`config.mk`:
```
export PLATFORM = sky130hd
export DESIGN_NAME = multicycle_controller
export DESIGN_NICKNAME = d
export VERILOG_FILES = /design/src/rtl/multicycle_controller.sv
export SDC_FILE = /design/constraint.sdc
export NUM_CORES = 1
export LEC_CHECK = 0
export BUFFER_PORTS_ARGS = -buffer_cell sky130_fd_sc_hd__buf_2
export CORE_MARGIN = 3
export CORE_UTILIZATION = 38
export CTS_CLUSTER_DIAMETER = 60
export CTS_CLUSTER_SIZE = 30
export DETAILED_ROUTE_END_ITERATION = 12
export GPL_TIMING_DRIVEN = 0
export PLACE_DENSITY = 0.82
export SLEW_MARGIN = 15
export SYNTH_ARGS = -nofsm -noshare
export SYNTH_HDL_FRONTEND = slang
export SYNTH_SLANG_ARGS = --single-unit
```
`constraint.sdc`:
```
create_clock -name clk -period 1.3 [get_ports clk]
set_input_delay 0 -clock clk [delete_from_list [all_inputs] [get_ports clk]]
set_output_delay 0 -clock clk [all_outputs]
set_load 0.01 [all_outputs]
```
`src/rtl/multicycle_controller.sv`:
```
// Sequencing FSM for the multi-cycle RV32I-subset datapath.
// Optional retired-instruction counter is built only when PERF_CNT_EN is defined.
module multicycle_controller (
  input  logic        clk,
  input  logic        rst,
  input  logic [6:0]  op,
  input  logic [2:0]  func3,
  input  logic [6:0]  func7,
  input  logic        zero,
  input  logic        mem_ready,
  output logic        PCWrite,
  output logic        AdrSrc,
  output logic        MemWrite,
  output logic        IRWrite,
  output logic        RegWrite,
  output logic [1:0]  ResultSrc,
  output logic [1:0]  ALUSrcA,
  output logic [1:0]  ALUSrcB,
  output logic [2:0]  ImmSrc,
  output logic [2:0]  ALUControl,
  output logic        done,
  output logic [31:0] instret
);

  localparam logic [6:0] OP_LW   = 7'b0000011;
  localparam logic [6:0] OP_SW   = 7'b0100011;
  localparam logic [6:0] OP_R    = 7'b0110011;
  localparam logic [6:0] OP_B    = 7'b1100011;
  localparam logic [6:0] OP_I    = 7'b0010011;
  localparam logic [6:0] OP_JALR = 7'b1100111;
  localparam logic [6:0] OP_JAL  = 7'b1101111;
  localparam logic [6:0] OP_LUI  = 7'b0110111;

  typedef enum logic [3:0] {
    S_FETCH, S_DECODE, S_MEMADR, S_MEMREAD, S_MEMWB, S_MEMWRITE,
    S_EXECR, S_EXECI, S_ALUWB, S_BRANCH, S_JAL, S_JALR, S_RETWB,
    S_LUI, S_HALT
  } state_t;

  state_t state, nxt;
  logic   pcw, mw, irw, rw;

  // Shared ALU decode for R and I types; only R-type honours func7 for sub.
  function automatic logic [2:0] alu_dec(input logic [6:0] o, input logic [2:0] f3,
                                         input logic [6:0] f7);
    case (f3)
      3'b000:  alu_dec = (o == OP_R && f7 == 7'b0100000) ? 3'b001 : 3'b000;
      3'b111:  alu_dec = 3'b010;
      3'b110:  alu_dec = 3'b011;
      3'b010:  alu_dec = 3'b101;
      default: alu_dec = 3'b000;
    endcase
  endfunction

  always_ff @(posedge clk or posedge rst)
    if (rst) state <= S_FETCH;
    else     state <= nxt;

  always_comb begin
    nxt        = state;
    pcw        = 1'b0;
    mw         = 1'b0;
    irw        = 1'b0;
    rw         = 1'b0;
    AdrSrc     = 1'b0;
    ResultSrc  = 2'b00;
    ALUSrcA    = 2'b00;
    ALUSrcB    = 2'b00;
    ImmSrc     = 3'b000;
    ALUControl = 3'b000;
    done       = 1'b0;
    case (state)
      S_FETCH: begin
        ALUSrcB   = 2'b10;
        ResultSrc = 2'b10;
        irw       = mem_ready;
        pcw       = mem_ready;
        if (mem_ready) nxt = S_DECODE;
      end
      S_DECODE: begin
        ALUSrcA = 2'b01;
        ALUSrcB = 2'b01;
        ImmSrc  = (op == OP_JAL) ? 3'b011 : 3'b010;
        case (op)
          OP_LW, OP_SW: nxt = S_MEMADR;
          OP_R:         nxt = S_EXECR;
          OP_I:         nxt = S_EXECI;
          OP_B:         nxt = S_BRANCH;
          OP_JAL:       nxt = S_JAL;
          OP_JALR:      nxt = S_JALR;
          OP_LUI:       nxt = S_LUI;
          default:      nxt = S_HALT;
        endcase
      end
      S_MEMADR: begin
        ALUSrcA = 2'b10;
        ALUSrcB = 2'b01;
        ImmSrc  = (op == OP_SW) ? 3'b001 : 3'b000;
        nxt     = (op == OP_SW) ? S_MEMWRITE : S_MEMREAD;
      end
      S_MEMREAD: begin
        AdrSrc = 1'b1;
        if (mem_ready) nxt = S_MEMWB;
      end
      S_MEMWB: begin
        ResultSrc = 2'b01;
        rw        = 1'b1;
        nxt       = S_FETCH;
      end
      S_MEMWRITE: begin
        AdrSrc = 1'b1;
        mw     = 1'b1;
        if (mem_ready) nxt = S_FETCH;
      end
      S_EXECR: begin
        ALUSrcA    = 2'b10;
        ALUControl = alu_dec(op, func3, func7);
        nxt        = S_ALUWB;
      end
      S_EXECI: begin
        ALUSrcA    = 2'b10;
        ALUSrcB    = 2'b01;
        ALUControl = alu_dec(op, func3, func7);
        nxt        = S_ALUWB;
      end
      S_ALUWB: begin
        rw  = 1'b1;
        nxt = S_FETCH;
      end
      S_BRANCH: begin
        ALUSrcA    = 2'b10;
        ALUControl = 3'b001;
        pcw        = (func3 == 3'b000 && zero) || (func3 == 3'b001 && !zero);
        nxt        = S_FETCH;
      end
      S_JAL: begin
        pcw = 1'b1;
        nxt = S_RETWB;
      end
      S_JALR: begin
        ALUSrcA   = 2'b10;
        ALUSrcB   = 2'b01;
        ResultSrc = 2'b10;
        pcw       = 1'b1;
        nxt       = S_RETWB;
      end
      S_RETWB: begin
        ALUSrcA   = 2'b01;
        ALUSrcB   = 2'b10;
        ResultSrc = 2'b10;
        rw        = 1'b1;
        nxt       = S_FETCH;
      end
      S_LUI: begin
        ALUSrcB    = 2'b01;
        ImmSrc     = 3'b100;
        ALUControl = 3'b100;
        nxt        = S_ALUWB;
      end
      S_HALT: done = 1'b1;
      default: nxt = S_FETCH;
    endcase
  end

  // Write enables are gated by rst so an interrupted store drops immediately.
  assign PCWrite  = pcw & ~rst;
  assign MemWrite = mw  & ~rst;
  assign IRWrite  = irw & ~rst;
  assign RegWrite = rw  & ~rst;

`ifdef PERF_CNT_EN
  logic [31:0] cnt;
  logic        retire;
  assign retire = (nxt == S_FETCH) &&
                  (state == S_MEMWB || state == S_MEMWRITE || state == S_ALUWB ||
                   state == S_BRANCH || state == S_RETWB);
  always_ff @(posedge clk or posedge rst)
    if (rst)         cnt <= '0;
    else if (retire) cnt <= cnt + 32'd1;
  assign instret = cnt;
`else
  assign instret = '0;
`endif

endmodule
```
==> report_table.html <==
<table>
<tr><th>Metric</th><th>Value</th></tr>
<tr><th colspan="2">Die</th></tr>
<tr><td>Area of the core</td><td>2522 sq um</td></tr>
<tr><td>Die Outline Area</td><td>3356 sq um</td></tr>
<tr><td>Total I/O pin count</td><td>71</td></tr>
<tr><td>Floorplan die height</td><td>57.93 microns</td></tr>
<tr><td>Row count</td><td>18</td></tr>
<tr><td>Chip Width</td><td>57.93 microns</td></tr>
<tr><td>Initial standard-cell utilization of the core</td><td>40.63%</td></tr>
<tr><th colspan="2">Placed design</th></tr>
<tr><td>Final weighted congestion in routability-driven placement</td><td>0.8214</td></tr>
<tr><td>Count of port buffers added during placement</td><td>37</td></tr>
<tr><td>Post-DP HPWL</td><td>2.080 mm</td></tr>
<tr><td>Placed cell area</td><td>1368 sq um</td></tr>
<tr><th colspan="2">Global route</th></tr>
<tr><td>Global-route wire length before repair</td><td>4.685 mm</td></tr>
<tr><td>Initial antenna violation count</td><td>0</td></tr>
<tr><td>Vias in the first global route</td><td>1101</td></tr>
<tr><td>Pin count of the biggest net entering global routing</td><td>11</td></tr>
<tr><td>Remaining Overflow, GRT</td><td>0</td></tr>
<tr><td>Total track usage</td><td>17.38%</td></tr>
<tr><th colspan="2">Min path</th></tr>
<tr><td>Type of the tightest min-delay check</td><td>in -&gt; reg</td></tr>
<tr><th colspan="2">Finish</th></tr>
<tr><td>Cell area after layout</td><td>2029 sq um</td></tr>
<tr><td>Number of diodes added for antenna fixing</td><td>0</td></tr>
<tr><td>Number of filler instances in the final layout</td><td>163</td></tr>
<tr><td>Nets@finish</td><td>266</td></tr>
<tr><td>Reg area</td><td>101.3 sq um</td></tr>
<tr><td>Layout cells sized above 1</td><td>62.14%</td></tr>
<tr><td>Layout area overhead</td><td>98.05%</td></tr>
<tr><td>Multi-input gate area</td><td>939.7 sq um</td></tr>
<tr><td>Flip-flop count of the largest register after layout</td><td>4</td></tr>
<tr><td>Largest Register</td><td>state</td></tr>
<tr><td>Registers with the most flip-flops</td><td>state x4</td></tr>
<tr><th colspan="2">STA</th></tr>
<tr><td>Worst-case setup margin in the final layout</td><td>-0.3674 ns</td></tr>
<tr><td>Final max-slew violation count</td><td>0</td></tr>
<tr><td>Final setup violation count</td><td>22</td></tr>
<tr><td>Time the final worst path needs with I/O delays and setup</td><td>1.667 ns</td></tr>
<tr><td>Setup repair after global routing missed its margin</td><td>true</td></tr>
<tr><td>Final hold violations</td><td>0</td></tr>
<tr><td>Final period utilization</td><td>128.3%</td></tr>
<tr><td>Total negative slack for setup checks</td><td>-3.829 ns</td></tr>
<tr><td>Highest achievable clock rate</td><td>599.7 MHz</td></tr>
<tr><td>Clock skew after layout</td><td>0.003140 ns</td></tr>
<tr><th colspan="2">Yosys</th></tr>
<tr><td>Cells after Synth</td><td>143</td></tr>
<tr><td>Yosys warns</td><td>0</td></tr>
<tr><td>Mapped Avg Cell Area</td><td>7.166 sq um</td></tr>
<tr><td>EDFF count, synth</td><td>0</td></tr>
<tr><td>Most used flip-flop cell after synthesis</td><td>sky130_fd_sc_hd__dfrtp_1</td></tr>
<tr><td>Netlist cell types</td><td>41</td></tr>
<tr><td>Number of flip-flops and latches in the synthesized netlist</td><td>4</td></tr>
<tr><td>Total standard cell area after synthesis</td><td>1025 sq um</td></tr>
<tr><td>Sequential element share of the synthesized area</td><td>9.768%</td></tr>
<tr><td>Async set or reset register ratio after synthesis</td><td>100.0%</td></tr>
<tr><th colspan="2">Routing</th></tr>
<tr><td>Average wire per standard cell</td><td>15.76 microns</td></tr>
<tr><td>Routed vias</td><td>1376</td></tr>
<tr><td>Number of remaining DRC errors</td><td>0</td></tr>
<tr><td>Number of detailed-routing iterations run before antenna repair</td><td>4</td></tr>
<tr><td>Average vias per placed instance</td><td>5.040</td></tr>
<tr><td>Total wire length after detailed routing</td><td>4.303 mm</td></tr>
<tr><td>Antenna viol nets, final</td><td>0</td></tr>
<tr><td>1st-iter DRT viols</td><td>66</td></tr>
<tr><th colspan="2">Critical path</th></tr>
<tr><td>Sequence of cells on the critical path</td><td>buf_6 -&gt; buf_6 -&gt; nand3b_1 -&gt; nor3_2 -&gt; nand3_1 -&gt; o21ai_1 -&gt; buf_2</td></tr>
<tr><td>Worst stage delay on the critical path</td><td>0.38 ns</td></tr>
<tr><td>Highest-delay cell along the critical path</td><td>sky130_fd_sc_hd__dfrtp_1</td></tr>
<tr><td>CP Class</td><td>reg -&gt; out</td></tr>
<tr><td>CP dominant cell by count</td><td>sky130_fd_sc_hd__buf_6</td></tr>
<tr><td>Type of destination of the critical path</td><td>primary output</td></tr>
<tr><td>Data arrival time of the critical path</td><td>1.67 ns</td></tr>
<tr><td>Biggest fanout along the worst timing path</td><td>4</td></tr>
<tr><td>Nature of the critical path startpoint</td><td>flip-flop</td></tr>
<tr><td>Data required, critical path</td><td>1.30 ns</td></tr>
<tr><th colspan="2">CTS</th></tr>
<tr><td>Number of buffers created by CTS</td><td>3</td></tr>
<tr><td>CTS tree</td><td>yes</td></tr>
<tr><td>Clock edge transition at the registers on the reported setup and hold paths</td><td>0.04 ns</td></tr>
<tr><td>Clock tree root driver cell</td><td>sky130_fd_sc_hd__clkbuf_4</td></tr>
<tr><td>Clock Sink Count</td><td>4</td></tr>
<tr><td>Source-to-sink clock delay at the later pin of the worst-skew pair</td><td>0.24 ns</td></tr>
<tr><td>Count of H-tree levels built during CTS</td><td>1</td></tr>
<tr><td>Buffers from clock root to sink, at most</td><td>2</td></tr>
<tr><th colspan="2">Power and ir drop</th></tr>
<tr><td>Total power</td><td>4032 uW</td></tr>
<tr><td>Worst VDD drop</td><td>1.804 mV</td></tr>
<tr><td>Total power per unit cell area</td><td>1987 nW/um^2</td></tr>
<tr><td>Static Leak</td><td>0.001037 uW</td></tr>
<tr><th colspan="2">Run status</th></tr>
<tr><td>Result of the run</td><td>finished, violations left</td></tr>
<tr><td>Violations in the final reports</td><td>setup timing</td></tr>
<tr><th colspan="2">Flow run</th></tr>
<tr><td>Number of max-capacitance violations reported</td><td>0</td></tr>
</table>
==> cell usage after synthesis, types with 2 or more instances <==
| cell | count | share of area (%) |
|---|---|---|
| sky130_fd_sc_hd__nand2b_1 | 5 | 3.1 |
| sky130_fd_sc_hd__nor3_1 | 8 | 3.9 |
| sky130_fd_sc_hd__and3_1 | 2 | 1.2 |
| sky130_fd_sc_hd__dfrtp_1 | 4 | 9.8 |
| sky130_fd_sc_hd__o21ai_1 | 2 | 0.98 |
| sky130_fd_sc_hd__a21oi_1 | 7 | 3.4 |
| sky130_fd_sc_hd__nor4b_4 | 2 | 4.6 |
| sky130_fd_sc_hd__o21a_1 | 2 | 1.5 |
| sky130_fd_sc_hd__buf_2 | 5 | 2.4 |
| sky130_fd_sc_hd__xor2_1 | 2 | 1.7 |
| sky130_fd_sc_hd__o21ai_0 | 5 | 2.4 |
| sky130_fd_sc_hd__buf_6 | 3 | 3.3 |
| sky130_fd_sc_hd__nand3_1 | 4 | 2.0 |
| sky130_fd_sc_hd__buf_4 | 32 | 23 |
| sky130_fd_sc_hd__inv_1 | 5 | 1.8 |
| sky130_fd_sc_hd__nand2_1 | 10 | 3.7 |
| sky130_fd_sc_hd__o22ai_1 | 3 | 1.8 |
| sky130_fd_sc_hd__a21o_1 | 2 | 1.5 |
| sky130_fd_sc_hd__nor2_1 | 15 | 5.5 |
| sky130_fd_sc_hd__xnor2_1 | 4 | 3.4 |
==> cell families (layout without fill, tap and decap cells) <==
kind of cell    count (synthesis)  after routing  share of synthesized area, %
mux                             2              2                         2.076
buf+inv                        45            114                         31.01
xor+xnor                        6              6                         5.128
flops                           4              4                         9.768
simple gates                   56             56                         32.48
compound gates                 29             29                         19.17
other cells                     1             32                        0.3659
==> path summary, 6_finish.rpt <==
check,from,end,slack (ns),depth (start not counted)
max in group asynchronous,rst,state[0],0.85,3
worst min register to register,state[0],state[2],0.83,4
worst min-delay path,op[5],state[1],0.14,4
worst max register to register,state[0],state[2],-0.30,5
min in group asynchronous,rst,state[3],0.27,3
worst max-delay path,state[2],ALUControl[0],-0.37,7
==> layout make-up <==
type	instances	area share, %
flip-flops and latches	4	4.994
multi-input cells	125	46.30
plain buffers	39	16.71
clock buffers	3	1.110
repair buffers	67	27.31
well taps	30	1.850
inverters	5	1.726
==> layer usage <==
layer	wire length, microns	track usage (%)	part of all wire (%)
met1	1646	20.92	38
met2	2146	30.48	50
met3	391	4.009	9.1
met4	118	5.298	2.7
met5	0	0	0
==> metrics by stage <==
stage          instances  hold WS, ns  worst slack, ns  util, %
2_1_floorplan        174      -0.2339        -0.008156        -
6_report             273       0.1412          -0.3674    80.46
5_1_grt              273       0.1831          -0.4151    80.46
3_5_place_dp         241     -0.07239          -0.1761    54.22
4_1_cts              263       0.1230          -0.2383    65.53
3_3_place_gp         241     -0.07492          -0.1376    54.22
==> where the power goes <==
group	internal (uW)	switching (uW)	total (uW)
logic	1900	1710	3610
clock network	104	57.0	161
registers	187	70.9	258
total	2190	1840	4030
==> worst max-delay path, delay by kind of cell (launching register included) <==
family / cells / cell delay (ns)
simple gates: 3 / 0.46
flops: 1 / 0.38
buf+inv: 3 / 0.40
compound gates: 1 / 0.19
==> cell usage in the layout (no fill, tap or decap), drive strengths merged, types with 2 or more instances in the layout <==
master,count
o21ai,7
o21a,2
buf,102
and3,2
dfrtp,4
nand3,5
a21oi,7
xnor2,4
inv,3
conb,32
a21o,2
a211oi,2
and3b,2
nor2,15
nand2b,5
nand2,10
nor3,9
xor2,2
nor4b,3
clkbuf,5
o22ai,3
==> timing repair <==
item | CTS | global route
setup endpoints to repair | 20 | 22
pin swaps | 12 | 17
hold buffers | 1 | 0
hold endpoints to repair | 4 | 0
cloned | 1 | 2
gates resized for setup | 26 | 66
setup buffers | 17 | 10
(Power assumes the default switching activity.)
